## config.mk

```make
export PLATFORM = sky130hd
export DESIGN_NAME = serial_frame_shifter_flat
export DESIGN_NICKNAME = d
export VERILOG_FILES = /design/src/rtl/serial_frame_shifter_pkg.sv /design/src/rtl/serial_frame_shifter_if.sv /design/src/rtl/serial_frame_shifter_shift_core.sv /design/src/rtl/serial_frame_shifter.sv /design/src/flat_wrapper.sv
export SDC_FILE = /design/constraint.sdc
export NUM_CORES = 1
export LEC_CHECK = 0
export CAP_MARGIN = 30
export CORE_MARGIN = 2
export CORE_UTILIZATION = 49
export CTS_CLUSTER_DIAMETER = 80
export CTS_CLUSTER_SIZE = 28
export DETAILED_ROUTE_END_ITERATION = 10
export GPL_ROUTABILITY_DRIVEN = 1
export PLACE_DENSITY = 0.76
export SETUP_SLACK_MARGIN = 0.5
export SYNTH_ARGS = -nofsm -noshare
export SYNTH_HDL_FRONTEND = slang
export SYNTH_SLANG_ARGS = --single-unit
```

## constraint.sdc

```tcl
create_clock -name CLK -period 2 [get_ports CLK]
set_input_delay 0.2 -clock CLK [delete_from_list [all_inputs] [get_ports CLK]]
set_output_delay 0.2 -clock CLK [all_outputs]
set_load 0.01 [all_outputs]
```

## src/rtl/serial_frame_shifter_pkg.sv

```systemverilog
// Shared types and constants for the MUX serial link shifters.
package mux_serial_pkg;

    localparam int MAX_FRAME_WIDTH = 32;

    typedef enum logic [1:0] {
        IDLE  = 2'd0,
        SHIFT = 2'd1,
        DONE  = 2'd2
    } frame_state_t;

    // Bit-counter width for a frame of 'width' bits (at least one bit).
    function automatic int cnt_width(input int width);
        return (width > 1) ? $clog2(width) : 1;
    endfunction

endpackage

```

## src/rtl/serial_frame_shifter_if.sv

```systemverilog
// Load/receive handshake and serial pins of one shifter; master drives, slave is the shifter.
interface serial_frame_shifter_if #(
    parameter int WIDTH = 5
);
    logic             loadValid;
    logic             loadReady;
    logic [WIDTH-1:0] txData;
    logic             bitStrobe;
    logic             abort;
    logic             sdi;
    logic             sdo;
    logic             busy;
    logic [WIDTH-1:0] rxData;
    logic             rxValid;

    modport master (
        output loadValid, txData, bitStrobe, abort, sdi,
        input  loadReady, sdo, busy, rxData, rxValid
    );

    modport slave (
        input  loadValid, txData, bitStrobe, abort, sdi,
        output loadReady, sdo, busy, rxData, rxValid
    );
endinterface

```

## src/rtl/serial_frame_shifter_shift_core.sv

```systemverilog
// Transmit/receive shift register pair; load has priority over shift, one bit per shift.
// load_bit/next_bit give the bit the owner should drive on sdo after a load/shift.
module serial_shift_core #(
    parameter int WIDTH     = 5,
    parameter bit LSB_FIRST = 1'b0
) (
    input  logic             clk,
    input  logic             rst_n,
    input  logic             load,
    input  logic             shift,
    input  logic [WIDTH-1:0] tx_word,
    input  logic             sdi,
    output logic             load_bit,
    output logic             next_bit,
    output logic [WIDTH-1:0] rx_word
);
    logic [WIDTH-1:0] tx_shift;
    logic [WIDTH-1:0] rx_shift;

    always_ff @(posedge clk or negedge rst_n) begin
        if (!rst_n) begin
            tx_shift <= '0;
            rx_shift <= '0;
        end else if (load) begin
            tx_shift <= tx_word;
            rx_shift <= '0;
        end else if (shift) begin
            if (LSB_FIRST) begin
                tx_shift <= tx_shift >> 1;
                rx_shift <= {sdi, rx_shift[WIDTH-1:1]};
            end else begin
                tx_shift <= tx_shift << 1;
                rx_shift <= {rx_shift[WIDTH-2:0], sdi};
            end
        end
    end

    // The head of tx_shift is the bit currently on sdo; the one behind it goes out next.
    assign load_bit = LSB_FIRST ? tx_word[0]  : tx_word[WIDTH-1];
    assign next_bit = LSB_FIRST ? tx_shift[1] : tx_shift[WIDTH-2];
    assign rx_word  = rx_shift;

endmodule

```

## src/rtl/serial_frame_shifter.sv

```systemverilog
// Full-duplex frame shifter: rxValid pulses 2 cycles after the last bitStrobe edge.
// loadReady only in IDLE; loadValid is ignored while a frame is in flight.
module serial_frame_shifter
    import mux_serial_pkg::*;
#(
    parameter int WIDTH      = 5,
    parameter bit LSB_FIRST  = 1'b0,
    parameter bit IDLE_LEVEL = 1'b0
) (
    input logic                   CLK,
    input logic                   reset_n,
    serial_frame_shifter_if.slave bus
);
    localparam int               CNT_W    = cnt_width(WIDTH);
    localparam logic [CNT_W-1:0] LAST_BIT = CNT_W'(WIDTH - 1);

    frame_state_t     state;
    frame_state_t     state_nxt;
    logic [CNT_W-1:0] bit_cnt;
    logic             sdo_q;
    logic             rx_valid_q;
    logic [WIDTH-1:0] rx_data_q;
    logic             accept;
    logic             shift_en;
    logic             last_bit;
    logic             load_bit;
    logic             next_bit;
    logic [WIDTH-1:0] rx_word;

    assign last_bit = (bit_cnt == LAST_BIT);

    always_ff @(posedge CLK or negedge reset_n) begin
        if (!reset_n) begin
            state <= IDLE;
        end else begin
            state <= state_nxt;
        end
    end

    // Abort outranks both a new load and a bit strobe.
    always_comb begin
        state_nxt = state;
        accept    = 1'b0;
        shift_en  = 1'b0;
        case (state)
            IDLE: begin
                if (bus.loadValid && !bus.abort) begin
                    accept    = 1'b1;
                    state_nxt = SHIFT;
                end
            end
            SHIFT: begin
                if (bus.abort) begin
                    state_nxt = IDLE;
                end else if (bus.bitStrobe) begin
                    shift_en = 1'b1;
                    if (last_bit) begin
                        state_nxt = DONE;
                    end
                end
            end
            DONE:    state_nxt = IDLE;
            default: state_nxt = IDLE;
        endcase
    end

    always_ff @(posedge CLK or negedge reset_n) begin
        if (!reset_n) begin
            bit_cnt    <= '0;
            sdo_q      <= IDLE_LEVEL;
            rx_data_q  <= '0;
            rx_valid_q <= 1'b0;
        end else begin
            rx_valid_q <= 1'b0;
            if (accept) begin
                bit_cnt <= '0;
                sdo_q   <= load_bit;
            end else if (shift_en) begin
                if (last_bit) begin
                    bit_cnt <= '0;
                    sdo_q   <= IDLE_LEVEL;
                end else begin
                    bit_cnt <= bit_cnt + CNT_W'(1);
                    sdo_q   <= next_bit;
                end
            end else if (state_nxt == IDLE) begin
                bit_cnt <= '0;
                sdo_q   <= IDLE_LEVEL;
            end
            if (state == DONE && !bus.abort) begin
                rx_data_q  <= rx_word;
                rx_valid_q <= 1'b1;
            end
        end
    end

    serial_shift_core #(
        .WIDTH     (WIDTH),
        .LSB_FIRST (LSB_FIRST)
    ) u_core (
        .clk      (CLK),
        .rst_n    (reset_n),
        .load     (accept),
        .shift    (shift_en),
        .tx_word  (bus.txData),
        .sdi      (bus.sdi),
        .load_bit (load_bit),
        .next_bit (next_bit),
        .rx_word  (rx_word)
    );

    assign bus.loadReady = (state == IDLE);
    assign bus.busy      = (state == SHIFT) || (state == DONE);
    assign bus.sdo       = sdo_q;
    assign bus.rxData    = rx_data_q;
    assign bus.rxValid   = rx_valid_q;

endmodule
```

## src/flat_wrapper.sv

```systemverilog
// flat-port wrapper written by rule: the top's interface ports become plain ports
module serial_frame_shifter_flat import mux_serial_pkg::*;
#(
    parameter int WIDTH      = 5,
    parameter bit LSB_FIRST  = 1'b0,
    parameter bit IDLE_LEVEL = 1'b0
)
  (CLK, reset_n, bus_loadValid, bus_txData, bus_bitStrobe, bus_abort, bus_sdi, bus_loadReady, bus_sdo, bus_busy, bus_rxData, bus_rxValid);
  serial_frame_shifter_if #(.WIDTH(WIDTH)) bus_i ();
  input logic CLK;
  input logic reset_n;
  input wire logic [$bits(bus_i.loadValid)-1:0] bus_loadValid;
  input wire logic [$bits(bus_i.txData)-1:0] bus_txData;
  input wire logic [$bits(bus_i.bitStrobe)-1:0] bus_bitStrobe;
  input wire logic [$bits(bus_i.abort)-1:0] bus_abort;
  input wire logic [$bits(bus_i.sdi)-1:0] bus_sdi;
  output wire logic [$bits(bus_i.loadReady)-1:0] bus_loadReady;
  output wire logic [$bits(bus_i.sdo)-1:0] bus_sdo;
  output wire logic [$bits(bus_i.busy)-1:0] bus_busy;
  output wire logic [$bits(bus_i.rxData)-1:0] bus_rxData;
  output wire logic [$bits(bus_i.rxValid)-1:0] bus_rxValid;
  assign bus_i.loadValid = bus_loadValid;
  assign bus_i.txData = bus_txData;
  assign bus_i.bitStrobe = bus_bitStrobe;
  assign bus_i.abort = bus_abort;
  assign bus_i.sdi = bus_sdi;
  assign bus_loadReady = bus_i.loadReady;
  assign bus_sdo = bus_i.sdo;
  assign bus_busy = bus_i.busy;
  assign bus_rxData = bus_i.rxData;
  assign bus_rxValid = bus_i.rxValid;
  serial_frame_shifter #(.WIDTH(WIDTH), .LSB_FIRST(LSB_FIRST), .IDLE_LEVEL(IDLE_LEVEL)) u_core (.CLK(CLK), .reset_n(reset_n), .bus(bus_i));
endmodule
```

==> metrics.txt, run 1 <==
adder-cell share of the synthesized area 0.0622; commonest cells in the netlist 21 x dfrtp_1, 9 x nand2_1, 6 x a22o_1; Root Buffer clkbuf_4; drt pass-1 iters 4; max-slew violations 0; relative slew slack 0.817; Die Wd 49.3 µm; initial antenna violation count 0; Synth area leader dfrtp_1; setup_tns 0 ps; Worst Clk Skew 5.49 ps; TritonCTS clock tree done; Avg WL per Cell 14.5 µm; die area 0.00243 mm²; Max Clk Rate 637 MHz; DR vias 717; Compound-Gate Fraction of Synth Area 0.184; # Max-Cap Violations 0; Hold Path Class in -> async; post-layout min period 1570 ps; outcome complete, no violations; vias per cell 5.12; Hold-fix buffers, CTS 0; DRC 0; register area share after synthesis 0.522; synth unique cells 29; simple-gate share of the synthesized area 0.107; gr usage total 0.188; critical path peak fanout 6; final setup fails 0; die span in y 49.3 µm; Yosys top cell area share 0.522; Setup WS pre-CTS 235 ps; drt initial violations 13; RSZ-0062 raised after global routing yes; clock latency on the worst-skew pair 310 ps; Setup crit end kind register; Avg Inst Size Synth 12.1 µm²; Worst-Margin Slew 275 ps; Finished Core Util 0.704; setup ws final 431 ps; Clock Sinks 21; Worst Path Arrival 1780 ps; first-pass GRT wire length 3.46 mm; Max IR drop VDD 0.760 mV; largest family of logic cells by synthesized area compound AO/OA/AOI/OAI gates; Gate Count Post-Synth 83; Design Area, Final 0.00137 mm²; H-tree depth 1; mux cell area share after synthesis 0.0858; GPL Wtd Cong 0.779; Worst EP required 2210 ps; clk slew on worst S/H paths 120 ps; total CTS buffers 3; Fin. Hold Viols 0; CTS max path bufs 2; Setup crit start kind register; ANT cells 0; Area Overhead vs Synth 35.9%; ranking of synthesized cells by area dfrtp_1 52%, ha_1 6.2%, mux2_2 5.6%; vias in the first global route 736; Detailed Place HPWL 1.33 mm; hold slack 234 ps; kind of critical path reg -> reg; Initial Utilization 0.518; Synth warnings 0; cell area after synthesis 0.00101 mm²; post-route antenna net violation count 0; Post-synth EDFFs 0; # IOs 20; static leakage 0.638 nW; async set-or-reset flop fraction in the synthesized netlist 1.00; Detailed Route WL 2.03 mm; Core Footprint 0.00194 mm²; Final Cycle Share 0.784; Top FF cell, synth dfrtp_1; port bufs 19; largest net degree at the start of global routing 22; Pwr per Cell Area 883 mW/mm²; Post-DP Area 0.00123 mm²; Synth Area in XOR/XNOR 0; syn nets 99; layout cells sized above 1 0.310; count leader, synth dfrtp_1; Seq cells post-synth 21; row count 16; final net count 130; Overflow after GRT 0
[worst max-delay path, stage by stage (launching register included)]
cell	delay, ps
dfrtp_1	410
inv_2	70
ha_4	180
and3b_2	220
o221a_4	260
o21ba_4	270
o22ai_2	70
[sequential cells by signal, indices dropped and copies added (netlist names)]
| register | cells |
|---|---|
| u_core.bus.rxData | 5 |
| u_core.state | 2 |
| u_core.u_core.rx_word | 5 |
| u_core.u_core.tx_shift | 4 |
| u_core.bus.rxValid | 1 |
| u_core.bit_cnt | 3 |
| u_core.bus.sdo | 1 |
[cell type report]
type / instances / area, µm²
Sequential cell: 21 / 526
Tap cell: 27 / 33.8
Multi-Input combinational cell: 54 / 487
Inverter: 5 / 18.8
Clock buffer: 3 / 22.5
Clock inverter: 1 / 5.00
Timing Repair Buffer: 29 / 275
Fill cell: 146 / 574
[layer usage]
| layer | track usage | wire, µm |
|---|---|---|
| met5 | 0 | 0 |
| met4 | 0.0714 | 44 |
| met3 | 0.0307 | 57 |
| met2 | 0.288 | 953 |
| met1 | 0.266 | 971 |
[final timing paths]
kind | startpoint | endpoint | slack [ps] | depth (start not counted)
min | reset_n | u_core.bit_cnt[2] | 230 | 2
min reg2reg | u_core.bus.rxData[3] | u_core.bus.rxData[3] | 520 | 1
max | u_core.state[0] | u_core.bit_cnt[0] | 430 | 6
min in group CLK | bus_txData[2] | u_core.u_core.tx_shift[2] | 430 | 3
max reg2reg | u_core.state[0] | u_core.bit_cnt[0] | 430 | 6
max in group asynchronous | reset_n | u_core.bus.rxData[0] | 1550 | 2
[layout by cell type (no fill, tap or decap), types with 2 or more instances in the layout]
cell             count
inv_1                3
ha_4                 2
dfrtp_1             21
a22o_1               6
clkbuf_4             3
mux2i_1              3
o21ai_0              4
inv_2                2
buf_4                8
ha_1                 3
o21ai_2              3
clkdlybuf4s50_1     17
mux2_2               5
nand2_1              9
[metrics by stage]
stage | power [mW] | std cells
final | 1.21 | 140
after global routing | 1.28 | 140
after CTS | 1.18 | 137
after detailed placement | 0.915 | 127
after global placement | 0.903 | 127
after floorplan | 0.798 | 83
[cells by family (layout without fill, tap and decap cells)]
kind of cell               count (synthesis)  count (layout)
AOI/OAI and AO/OA                         21              21
and+or+nand+nor                           20              20
muxes                                      8               8
adders and majority gates                  5               5
buffers and inverters                      8              38
DFF                                       21              21
[what timing repair did]
| action | 4_1_cts | 5_1_grt |
|---|---|---|
| setup buffers | 6 | 3 |
| pin swaps | 1 | 0 |
| resized for setup | 7 | 5 |
| endpoints found under the setup margin | 12 | 17 |
[report_power, final]
| part | leakage, nW | switching, mW | internal (mW) |
|---|---|---|---|
| combinational | 0.336 | 0.210 | 0.257 |
| clock | 0.0177 | 0.132 | 0.0747 |
| sequential | 0.285 | 0.0445 | 0.488 |
Power figures use the tool's default switching activity.
==> run 2, diff against run 1 <==
- clock period: 2 -> 1.5 ns (I/O delays scaled with it)
==> run 2 against run 1 <==
Against the previous run:
- via count grew 12%
- largest power group is now combinational cells
- non-clock buffer count is 13 higher
- maximum frequency shrank 2.4%
- combinational power rose by 73%
- power increased by 48%
- clock skew shrank 0.81 ps
- die area is the same
- sequential share of layout area down 3.2 points
- sequential cell count stayed put
- the run now ends with negative setup slack left
==> metrics.txt, run 2 (synthesis results as in run 1) <==
outcome finished with violations; failing checks negative setup slack; Core Footprint 0.00194 mm²; row count 16; Root Buffer clkbuf_4; largest net degree at the start of global routing 22; Fin. Hold Viols 0; Worst Clk Skew 4.69 ps; commonest non-fill, non-tap cell in the layout dfrtp_1; # Max-Cap Violations 0; GPL Wtd Cong 0.776; post-layout min period 1610 ps; H-tree depth 1; relative slew slack 0.826; top sig layer met3; Post-DP Area 0.00132 mm²; static leakage 0.748 nW; gr usage total 0.209; Area Overhead vs Synth 48.1%; CTS max path bufs 2; drt pass-1 iters 4; Detailed Place HPWL 1.54 mm; ANT cells 0; Avg WL per Cell 15.4 µm; critical path peak fanout 6; drt initial violations 12; met2 wire len 1.27 mm; Clock Sinks 21; DRC 0; final net count 144; Final Cycle Share 1.07; final setup fails 12; dpl cells 139; clk slew on worst S/H paths 120 ps; RSZ-0062 raised after global routing yes; wire length on met3 54 µm; Max Clk Rate 622 MHz; layout cells sized above 1 0.457; # IOs 20; vias per cell 5.22; Hold Path Class in -> async; Detailed Route WL 2.37 mm; first-pass GRT wire length 3.89 mm; kind of critical path reg -> reg; most frequent cells in the layout 21 x dfrtp_1, 18 x buf_4, 10 x clkdlybuf4s50_1; initial antenna violation count 0; Die Wd 49.3 µm; Initial Utilization 0.518; DR vias 804; Non-Filler Instances 154; Worst-Margin Slew 260 ps; total CTS buffers 3; die span in y 49.3 µm; Max IR drop VDD 0.853 mV; hold slack 173 ps; Design Area, Final 0.00149 mm²; port bufs 19; die area 0.00243 mm²; Hold-fix buffers, CTS 0; Setup crit end kind register; Metal-1 WL 1.04 mm; Total Power 1.79 mW; TritonCTS clock tree done; Filler Cell Count 129; Setup crit start kind register; Worst EP required 1680 ps; Finished Core Util 0.767; clock latency on the worst-skew pair 300 ps; Worst Path Arrival 1790 ps; vias in the first global route 816; setup ws final -108 ps; post-route antenna net violation count 0; setup_tns -504 ps; Overflow after GRT 0; Pwr per Cell Area 1200 mW/mm²; Setup WS pre-CTS -78.2 ps; max-slew violations 0
==> run 2: cell type report <==
class                      instances  area (µm²)  share of cell area
inverter                           5        21.3              0.0143
clock inverter                     1        5.00             0.00336
clock buffer                       3        22.5              0.0151
timing repair buffer              42         353               0.237
multi-input combinational         55         529               0.355
sequential                        21         526               0.353
tap                               27        33.8              0.0227
==> run 2: worst max-delay path: stages, from the launching register on <==
cell,delay (ps)
dfrtp_1,380
buf_6,110
inv_4,30
ha_4,160
and3b_1,190
o221a_4,270
o21ba_4,270
o22ai_2,80
==> run 2: timing repair <==
item	in CTS	in global routing
setup buffers	8	2
gates resized for setup	57	5
endpoints found under the setup margin	30	28
cloned	1	0
pin swaps	5	3
==> run 2: path summary, 6_finish.rpt <==
kind / cells after the start / to / slack, ps / from
max: 7 / u_core.bit_cnt[0] / -110 / u_core.state[0]
min: 2 / u_core.u_core.rx_word[0] / 170 / reset_n
min reg2reg: 1 / u_core.u_core.tx_shift[0] / 520 / u_core.u_core.tx_shift[0]
max reg2reg: 7 / u_core.bit_cnt[0] / -110 / u_core.state[0]
min in group CLK: 3 / u_core.u_core.tx_shift[3] / 390 / bus_txData[3]
max in group asynchronous: 2 / u_core.state[0] / 1120 / reset_n
==> run 2: metal layers <==
metal / track usage / up-vias
met1: 0.282 / 409
met4: 0.0286 / 0
met3: 0.0307 / 0
met2: 0.365 / 12
met5: 0 / -
li1: - / 383
==> run 2: power by group <==
| group | internal, mW | total (mW) | switching, mW |
|---|---|---|---|
| logic | 0.466 | 0.806 | 0.340 |
| registers | 0.651 | 0.713 | 0.0620 |
| clock network | 0.0991 | 0.268 | 0.169 |
==> run 3, diff against run 2 <==
- CTS_BUF_LIST: default -> sky130_fd_sc_hd__clkbuf_16
==> run 3 against run 2 <==
Against the previous run:
- the flow still finishes with violations (negative setup slack)
- core utilization is 1.0 points lower
- global-route usage is 1.1 points higher
- via count is 3.5% lower
==> metrics.txt, run 3 (synthesis results as in run 1) <==
outcome finished with violations; failing checks negative setup slack; Overflow after GRT 0; die span in y 49.3 µm; Fin. Hold Viols 0; Core Footprint 0.00194 mm²; Internal 1.42 mW; total CTS buffers 3; Hold-fix buffers, CTS 0; DR vias 776; Hold Path Class in -> async; layout cells sized above 1 0.410; vias per cell 5.21; max-slew violations 0; # Max-Cap Violations 0; die area 0.00243 mm²; RSZ-0062 raised after global routing yes; Max IR drop VDD 1.30 mV; Worst EP required 1620 ps; Setup crit start kind register; Final Cycle Share 1.03; switching share of power 0.282; post-route antenna net violation count 0; sequential group share of total power 0.363; Pwr per Cell Area 1340 mW/mm²; drt initial violations 8; Root Buffer clkbuf_16; Worst-Margin Slew 261 ps; port bufs 19; switching power 0.559 mW; Clock Sinks 21; Max Clk Rate 645 MHz; most frequent cells in the layout 21 x dfrtp_1, 14 x buf_4, 10 x clkdlybuf4s50_1; Detailed Route WL 2.25 mm; drt pass-1 iters 4; setup ws final -51.2 ps; commonest non-fill, non-tap cell in the layout dfrtp_1; clock latency on the worst-skew pair 250 ps; Area Overhead vs Synth 46.1%; Die Wd 49.3 µm; # IOs 20; CTS max path bufs 2; Design Area, Final 0.00147 mm²; critical path peak fanout 6; Avg WL per Cell 15.1 µm; ANT cells 0; kind of critical path reg -> reg; DRC 0; first-pass GRT wire length 4.00 mm; Detailed Place HPWL 1.54 mm; H-tree depth 1; static leakage 0.732 nW; final setup fails 4; GPL Wtd Cong 0.776; hold slack 235 ps; Worst Path Arrival 1680 ps; Total Power 1.98 mW; initial antenna violation count 0; Comb power frac 0.361; relative slew slack 0.824; largest net degree at the start of global routing 22; Post-DP Area 0.00132 mm²; gr usage total 0.221; Worst Clk Skew 3.00 ps; TritonCTS clock tree done; clk slew on worst S/H paths 50 ps; final net count 139; clock group share of total power 0.276; Initial Utilization 0.518; Filler Cell Count 137; row count 16; Setup crit end kind register; post-layout min period 1550 ps; vias in the first global route 808
==> run 3: routing by layer <==
layer | wire length, µm | GRT usage
met1 | 979 | 0.292
met2 | 1190 | 0.378
met3 | 64 | 0.0399
met4 | 13 | 0.0429
met5 | 0 | 0
==> run 3: repair_timing <==
| item | CTS | global route |
|---|---|---|
| gates resized for setup | 47 | 4 |
| setup endpoints to repair | 30 | 26 |
| gates cloned | 1 | 0 |
| pin swaps | 2 | 0 |
| setup buffers | 3 | 2 |
==> run 3: power by group through the flow <==
stage          clock network, mW  logic, mW  registers, mW
3_3_place_gp                   0      0.570          0.716
2_1_floorplan                  0      0.366          0.711
5_1_grt                    0.586      0.789          0.729
4_1_cts                    0.560      0.692          0.716
3_5_place_dp                   0      0.593          0.726
6_report                   0.546      0.715          0.717
==> run 3: metrics by stage <==
step	cells	utilization	setup WS [ps]	setup TNS (ps)
after floorplan	83	-	-85.6	-309
after global placement	139	0.681	-43.1	-205
after detailed placement	139	0.681	-78.2	-458
after CTS	147	0.757	-48.7	-102
after global routing	149	0.757	-122	-1200
final	149	0.757	-51.2	-125
==> run 3: cell type report <==
type                            count  area, µm²  share of cell area
Inverter                            5       18.8              0.0128
Timing Repair Buffer               37        313               0.213
Clock inverter                      1       5.00             0.00340
Multi-Input combinational cell     55        499               0.340
Clock buffer                        3       75.1              0.0511
Sequential cell                    21        526               0.357
Tap cell                           27       33.8              0.0230
==> run 3: worst max-delay path, stage by stage, from the launching register on <==
cell     delay [ps]
dfrtp_1         380
inv_2            70
ha_4            180
and3b_1         190
o221a_4         270
o21ba_4         260
o22ai_2          80
==> run 3: final timing paths <==
kind	to	slack, ps	cells after the start	startpoint
min in group CLK	u_core.u_core.tx_shift[2]	460	3	bus_txData[2]
hold reg to reg	u_core.bus.rxData[1]	500	1	u_core.bus.rxData[1]
hold / removal	u_core.u_core.tx_shift[1]	240	2	reset_n
max in group asynchronous	u_core.bit_cnt[2]	1050	2	reset_n
setup reg to reg	u_core.bit_cnt[0]	-50	6	u_core.state[0]
setup / recovery	u_core.bit_cnt[0]	-50	6	u_core.state[0]
